==> src/rtl/run_pkg.sv <==
// Shared types and constants for the program run controller.
// Holds the FSM state encoding, program select codes, result byte addresses
// and the mapping from a program select to its result read-back plan.
package run_pkg;

    typedef enum logic [2:0] {
        StIdle,
        StLoad,
        StRun,
        StRdHi,
        StRdLo,
        StCap,
        StDone
    } run_state_e;

    localparam logic [1:0] PROG_MUL     = 2'd0;
    localparam logic [1:0] PROG_SRCH    = 2'd1;
    localparam logic [1:0] PROG_DIST    = 2'd2;
    localparam logic [1:0] PROG_ILLEGAL = 2'd3;

    localparam logic [7:0] MUL_HI_ADDR = 8'd4;
    localparam logic [7:0] MUL_LO_ADDR = 8'd5;
    localparam logic [7:0] SRCH_ADDR   = 8'd7;
    localparam logic [7:0] DIST_ADDR   = 8'd127;

    // Result reported when the watchdog aborts a run
    localparam logic [15:0] WDOG_RESULT = 16'hDEAD;

    typedef struct packed {
        logic [7:0] hi_addr;
        logic [7:0] lo_addr;
        logic       two_byte;
    } rd_map_t;

    function automatic logic prog_legal(input logic [1:0] sel);
        return sel != PROG_ILLEGAL;
    endfunction

    // Single-byte programs read their only byte through the hi slot
    function automatic rd_map_t prog_rd_map(input logic [1:0] sel);
        rd_map_t m;
        m = '{hi_addr: MUL_HI_ADDR, lo_addr: MUL_LO_ADDR, two_byte: 1'b1};
        case (sel)
            PROG_SRCH: m = '{hi_addr: SRCH_ADDR, lo_addr: 8'd0, two_byte: 1'b0};
            PROG_DIST: m = '{hi_addr: DIST_ADDR, lo_addr: 8'd0, two_byte: 1'b0};
            default:   m = '{hi_addr: MUL_HI_ADDR, lo_addr: MUL_LO_ADDR, two_byte: 1'b1};
        endcase
        return m;
    endfunction

endpackage

==> src/rtl/run_cycle_ctr.sv <==
// Saturating cycle counter with synchronous clear and count enable.
// Clear has priority over enable; the count sticks at all-ones.
module run_cycle_ctr #(
    parameter int unsigned W = 24
) (
    input  logic         clk,
    input  logic         reset,
    input  logic         clr,
    input  logic         en,
    output logic [W-1:0] count
);

    // Count enabled cycles, holding at the maximum value
    always_ff @(posedge clk or negedge reset) begin
        if (!reset) begin
            count <= '0;
        end else if (clr) begin
            count <= '0;
        end else if (en && (count != '1)) begin
            count <= count + 1'b1;
        end
    end

endmodule

==> src/rtl/prog_run_ctrl.sv <==
// Run controller: loads the core PC for the selected program, runs the core
// until halt, reads the result bytes back from data memory and reports a
// packed result with the run's cycle count.
// Optional watchdog abort is built when RUN_WATCHDOG_EN is defined.
module prog_run_ctrl
    import run_pkg::*;
#(
    parameter int unsigned PC_W       = 10,
    parameter int unsigned ADDR_W     = 8,
    parameter int unsigned CYC_W      = 24,
    parameter int unsigned PROG0_PC   = 0,
    parameter int unsigned PROG1_PC   = 128,
    parameter int unsigned PROG2_PC   = 256,
    parameter int unsigned WDOG_LIMIT = 100000
) (
    input  logic              clk,
    input  logic              reset,
    input  logic              start,
    input  logic [1:0]        prog_sel,
    input  logic              halt,
    output logic              pc_load,
    output logic [PC_W-1:0]   pc_init,
    output logic              core_en,
    output logic              dm_rd_en,
    output logic [ADDR_W-1:0] dm_addr,
    input  logic [7:0]        dm_rdata,
    output logic [15:0]       result,
    output logic [CYC_W-1:0]  cycles,
    output logic              done,
    output logic              err
);

`ifdef RUN_WATCHDOG_EN
    localparam bit WdogEn = 1'b1;
`else
    localparam bit WdogEn = 1'b0;
`endif

    run_state_e state_q;
    logic [1:0] sel_q;
    rd_map_t    rd_map;
    logic       start_ok;
    logic       wdog_trip;

    function automatic logic [PC_W-1:0] entry_pc(input logic [1:0] sel);
        case (sel)
            PROG_MUL:  return PC_W'(PROG0_PC);
            PROG_SRCH: return PC_W'(PROG1_PC);
            PROG_DIST: return PC_W'(PROG2_PC);
            default:   return '0;
        endcase
    endfunction

    assign rd_map   = prog_rd_map(sel_q);
    assign start_ok = start && ((state_q == StIdle) || (state_q == StDone));
    // Fires on the RUN cycle whose increment brings the count to the limit
    assign wdog_trip = WdogEn && (cycles == CYC_W'(WDOG_LIMIT - 1));

    run_cycle_ctr #(
        .W (CYC_W)
    ) u_cycle_ctr (
        .clk   (clk),
        .reset (reset),
        .clr   (start_ok),
        .en    (state_q == StRun),
        .count (cycles)
    );

    // Run sequencing with registered outputs
    always_ff @(posedge clk or negedge reset) begin
        if (!reset) begin
            state_q  <= StIdle;
            sel_q    <= '0;
            pc_load  <= 1'b0;
            pc_init  <= '0;
            core_en  <= 1'b0;
            dm_rd_en <= 1'b0;
            dm_addr  <= '0;
            result   <= '0;
            done     <= 1'b0;
            err      <= 1'b0;
        end else begin
            pc_load  <= 1'b0;
            dm_rd_en <= 1'b0;
            unique case (state_q)
                StIdle, StDone: begin
                    if (start_ok) begin
                        state_q <= StLoad;
                        sel_q   <= prog_sel;
                        pc_load <= prog_legal(prog_sel);
                        pc_init <= entry_pc(prog_sel);
                        result  <= '0;
                        done    <= 1'b0;
                        err     <= 1'b0;
                    end
                end
                StLoad: begin
                    // An illegal select never enables the core
                    if (!prog_legal(sel_q)) begin
                        state_q <= StDone;
                        done    <= 1'b1;
                        err     <= 1'b1;
                    end else begin
                        state_q <= StRun;
                        core_en <= 1'b1;
                    end
                end
                StRun: begin
                    if (halt) begin
                        state_q  <= StRdHi;
                        core_en  <= 1'b0;
                        dm_rd_en <= 1'b1;
                        dm_addr  <= ADDR_W'(rd_map.hi_addr);
                    end else if (wdog_trip) begin
                        state_q <= StDone;
                        core_en <= 1'b0;
                        result  <= WDOG_RESULT;
                        done    <= 1'b1;
                        err     <= 1'b1;
                    end
                end
                StRdHi: begin
                    state_q <= StRdLo;
                    if (rd_map.two_byte) begin
                        dm_rd_en <= 1'b1;
                        dm_addr  <= ADDR_W'(rd_map.lo_addr);
                    end
                end
                StRdLo: begin
                    // First read data is valid now
                    state_q <= StCap;
                    if (rd_map.two_byte) begin
                        result[15:8] <= dm_rdata;
                    end else begin
                        result[7:0] <= dm_rdata;
                    end
                end
                StCap: begin
                    state_q <= StDone;
                    done    <= 1'b1;
                    if (rd_map.two_byte) begin
                        result[7:0] <= dm_rdata;
                    end
                end
                default: begin
                    state_q <= StIdle;
                end
            endcase
        end
    end

endmodule
==> config.mk <==
export PLATFORM = sky130hd
export DESIGN_NAME = prog_run_ctrl
export DESIGN_NICKNAME = d
export VERILOG_FILES = /design/src/rtl/run_pkg.sv /design/src/rtl/run_cycle_ctr.sv /design/src/rtl/prog_run_ctrl.sv
export SDC_FILE = /design/constraint.sdc
export NUM_CORES = 1
export LEC_CHECK = 0
export BUFFER_PORTS_ARGS = -buffer_cell sky130_fd_sc_hd__buf_2
export CORE_MARGIN = 2
export CORE_UTILIZATION = 39
export CTS_CLUSTER_DIAMETER = 50
export DETAILED_ROUTE_END_ITERATION = 8
export MAX_ROUTING_LAYER = met4
export PLACE_DENSITY = 0.62
export RECOVER_POWER = 100
export SLEW_MARGIN = 15
export SYNTH_ARGS = -nofsm -noshare
export SYNTH_HDL_FRONTEND = slang
export SYNTH_SLANG_ARGS = --single-unit
==> constraint.sdc <==
create_clock -name clk -period 2.3 [get_ports clk]
set_clock_uncertainty 0.1 [all_clocks]
set_input_delay 0.115 -clock clk [delete_from_list [all_inputs] [get_ports clk]]
set_output_delay 0.115 -clock clk [all_outputs]
set_load 0.01 [all_outputs]
==> results.py <==
metrics = {
    "status": {
        "status": "completed",
    },
    "synthesis": {
        "syn_area_um2": 2952,
        "yosysWarningCount": 0,
        "ys_seq_area_share_pct": 47.48,
        "synthArstFlopShare_pct": 100.0,
        "syn_area_per_cell_um2": 9.311,
        "synth_top_area_cell": "dfrtp_1",
        "synth_seq_cells": 56,
        "synth_area_leaders": "dfrtp_1, nand2_1, mux2i_1",
        "synth_top_area_share_pct": 47.48,
        "synth-edff-count": 0,
        "synth_flop_cell": "dfrtp_1",
        "yosysUniqueCellTypes": 47,
        "synth_cells": 317,
    },
    "floorplanning": {
        "dieArea_um2": 8280,
        "start_util_pct": 40.48,
        "die_w_um": 91.00,
        "die-height_um": 91.00,
        "ios": 77,
        "rows": 31,
        "core_region_area_um2": 7292,
    },
    "cells_and_area": {
        "antenna_cells": 0,
        "synthToLayoutAreaGrowth_pct": 21.28,
        "instances_no_fill": 508,
        "final_util_pct": 49.09,
        "final_nets": 428,
        "drive_gt1_share_pct": 10.27,
        "fillers": 784,
        "stdcell_area_um2": 3580,
        "layout_commonest_cell": "clkbuf_1",
        "final_cell_mix": "clkbuf_1, nand2_1, dfrtp_1, o21ai_0",
    },
    "power_and_ir_drop": {
        "seq_power_share_pct": 39.9,
        "total_power_mw": 3.602,
        "p_leak_nw": 1.624,
        "p_int_mw": 2.154,
        "switchingPower_mw": 1.448,
        "power_density_nw_per_um2": 1006,
        "clkPwrFrac_pct": 18.6,
        "ir_drop_uv": 547.0,
        "swShare_pct": 40.20,
        "combPwrFrac_pct": 41.5,
    },
    "clock_tree": {
        "clkLatencyLatePin_ps": 320,
        "numCtsBuffers": 5,
        "cts_setup_buffers": 0,
        "h-tree-depth": 2,
        "cts_tree": "done",
        "cts-root-buf": "clkbuf_8",
        "clockBufferDepth": 2,
        "clk_pin_slew_worst_paths_ps": 100,
        "clock-sinks": 56,
    },
    "min_path": {
        "holdCritPathClass": "in -> reg",
    },
    "critical_path": {
        "cp-start-kind": "flop",
        "crit_type": "reg -> reg",
        "crit_path_max_incr_delay_ps": 550,
        "arrival_ps": 2320,
        "worstPathRequired_ps": 2460,
        "endpoint_kind": "flop",
        "crit_chain": "buf_4 > clkinv_1 > nor2_1 > or3_1 > buf_4 > a21oi_1 > dlygate4sd3_1",
        "cp_slowest_cell": "dlygate4sd3_1",
        "cp_max_fo": 10,
        "crit_path_frequent_cell": "buf_4",
        "reg2reg_setup_slack_ps": 140,
    },
    "sta": {
        "post-route-period-util_pct": 93.71,
        "timing.hold.ws_ps": 33.33,
        "fin_crit_ps": 2155,
        "setup_violations": 0,
        "fin_setup_tns_ps": 0,
        "hold_viol_final": 0,
        "fmax_mhz": 464.0,
        "rsz0062_at_grt": "no",
        "tightest_slew_ps": 1113,
        "max_slew_margin_pct": 25.78,
        "worst_slack_ps": 144.8,
        "slew_violations": 0,
    },
    "grt": {
        "grtUsageTotal_pct": 17.46,
        "grt_first_pass_wirelength_um": 11450,
        "antenna_found_initial": 0,
        "grt-ovfl-total": 0,
        "grt_max_degree": 34,
        "grt_pass1_vias": 2377,
    },
    "route": {
        "drt-vias-per-instance": 5.006,
        "num_vias": 2543,
        "drtAntennaViolNets": 0,
        "drtIter0Drc": 118,
        "wirelength_um": 6704,
        "wire_per_inst_um": 13.20,
        "drc_errors": 0,
        "dr.pass1.iters": 4,
    },
    "placed_design": {
        "place_congestion": 0.8403,
        "hpwl_um": 4892,
        "postPlaceCellArea_um2": 3450,
        "place_ws_ps": 177.3,
        "dpl.cell_count": 488,
        "io_buffers": 67,
    },
    "flow_run": {
        "maxCapViolations": 0,
    },
}
layout make-up:
type / count / area (um^2) / area share [%]
clock buffers: 5 / 68.82 / 1.922
clock inverters: 3 / 46.29 / 1.293
inverters: 16 / 60.06 / 1.678
multi-input cells: 230 / 1380 / 38.55
flip-flops and latches: 56 / 1401 / 39.15
well taps: 99 / 123.9 / 3.460
repair buffers: 99 / 499.2 / 13.95
logic make-up after synthesis:
group                    synth area share, %
adder cells (fa/ha/maj)                2.543
multiplexers                           6.231
AO/OA/AOI/OAI                          11.79
other                                 0.1271
XOR/XNOR                               2.374
AND/OR/NAND/NOR                        22.47
buffers and inverters                  6.994
flip-flops                             47.48
synth_stat cells (4+ instances only):
cell / instances
nand2_1: 59
dfrtp_1: 56
o21ai_0: 22
inv_1: 15
mux2i_1: 15
nor2_1: 14
buf_4: 12
nand3_1: 11
a21oi_1: 10
clkbuf_1: 9
nor3_1: 9
and3_1: 8
nand4_1: 8
ha_1: 6
a211oi_1: 5
or3_1: 5
a21o_1: 4
nand2b_1: 4
xnor2_1: 4
xor2_1: 4
sequential cells by signal, indices dropped and copies added (netlist names):
name,count
u_cycle_ctr.count,24
pc_init,2
err,1
sel_q,2
done,1
state_q,3
core_en,1
dm_rd_en,1
result,16
dm_addr,4
pc_load,1
power by group through the flow:
stage,Combinational (mW),Sequential [mW],Clock (mW)
after floorplan,0.950,1.55,0
after global placement,1.58,1.44,0
after detailed placement,1.60,1.45,0
after CTS,1.62,1.44,0.689
after global routing,1.69,1.48,0.733
final,1.49,1.44,0.671
critical path: cells and delay by family (launching register included):
| family | cells | cell delay, ps |
|---|---|---|
| buffers and inverters | 4 | 1050 |
| flip-flops | 1 | 390 |
| AND/OR/NAND/NOR | 2 | 450 |
| AO/OA/AOI/OAI | 1 | 110 |
worst paths after layout:
check / startpoint / to / cells after the start
max: state_q[1] / pc_load / 7
min: halt / dm_rd_en / 3
max reg2reg: state_q[1] / pc_load / 7
min reg2reg: pc_init[7] / pc_init[7] / 2
max in group asynchronous: reset / u_cycle_ctr.count[0] / 3
min in group asynchronous: reset / u_cycle_ctr.count[18] / 2
per-layer routing:
layer / routed length [um] / track usage [%]
met5: 0 / -
met4: 82 / 5.177
met3: 372 / 3.900
met2: 3064 / 27.16
met1: 3184 / 23.01
repair_timing:
action,4_1_cts,5_1_grt
resized for setup,0,1
endpoints found under the setup margin,0,1
hold endpoints to repair,77,0
hold buffers,12,0
No activity file was read; power rests on OpenSTA's default activity.
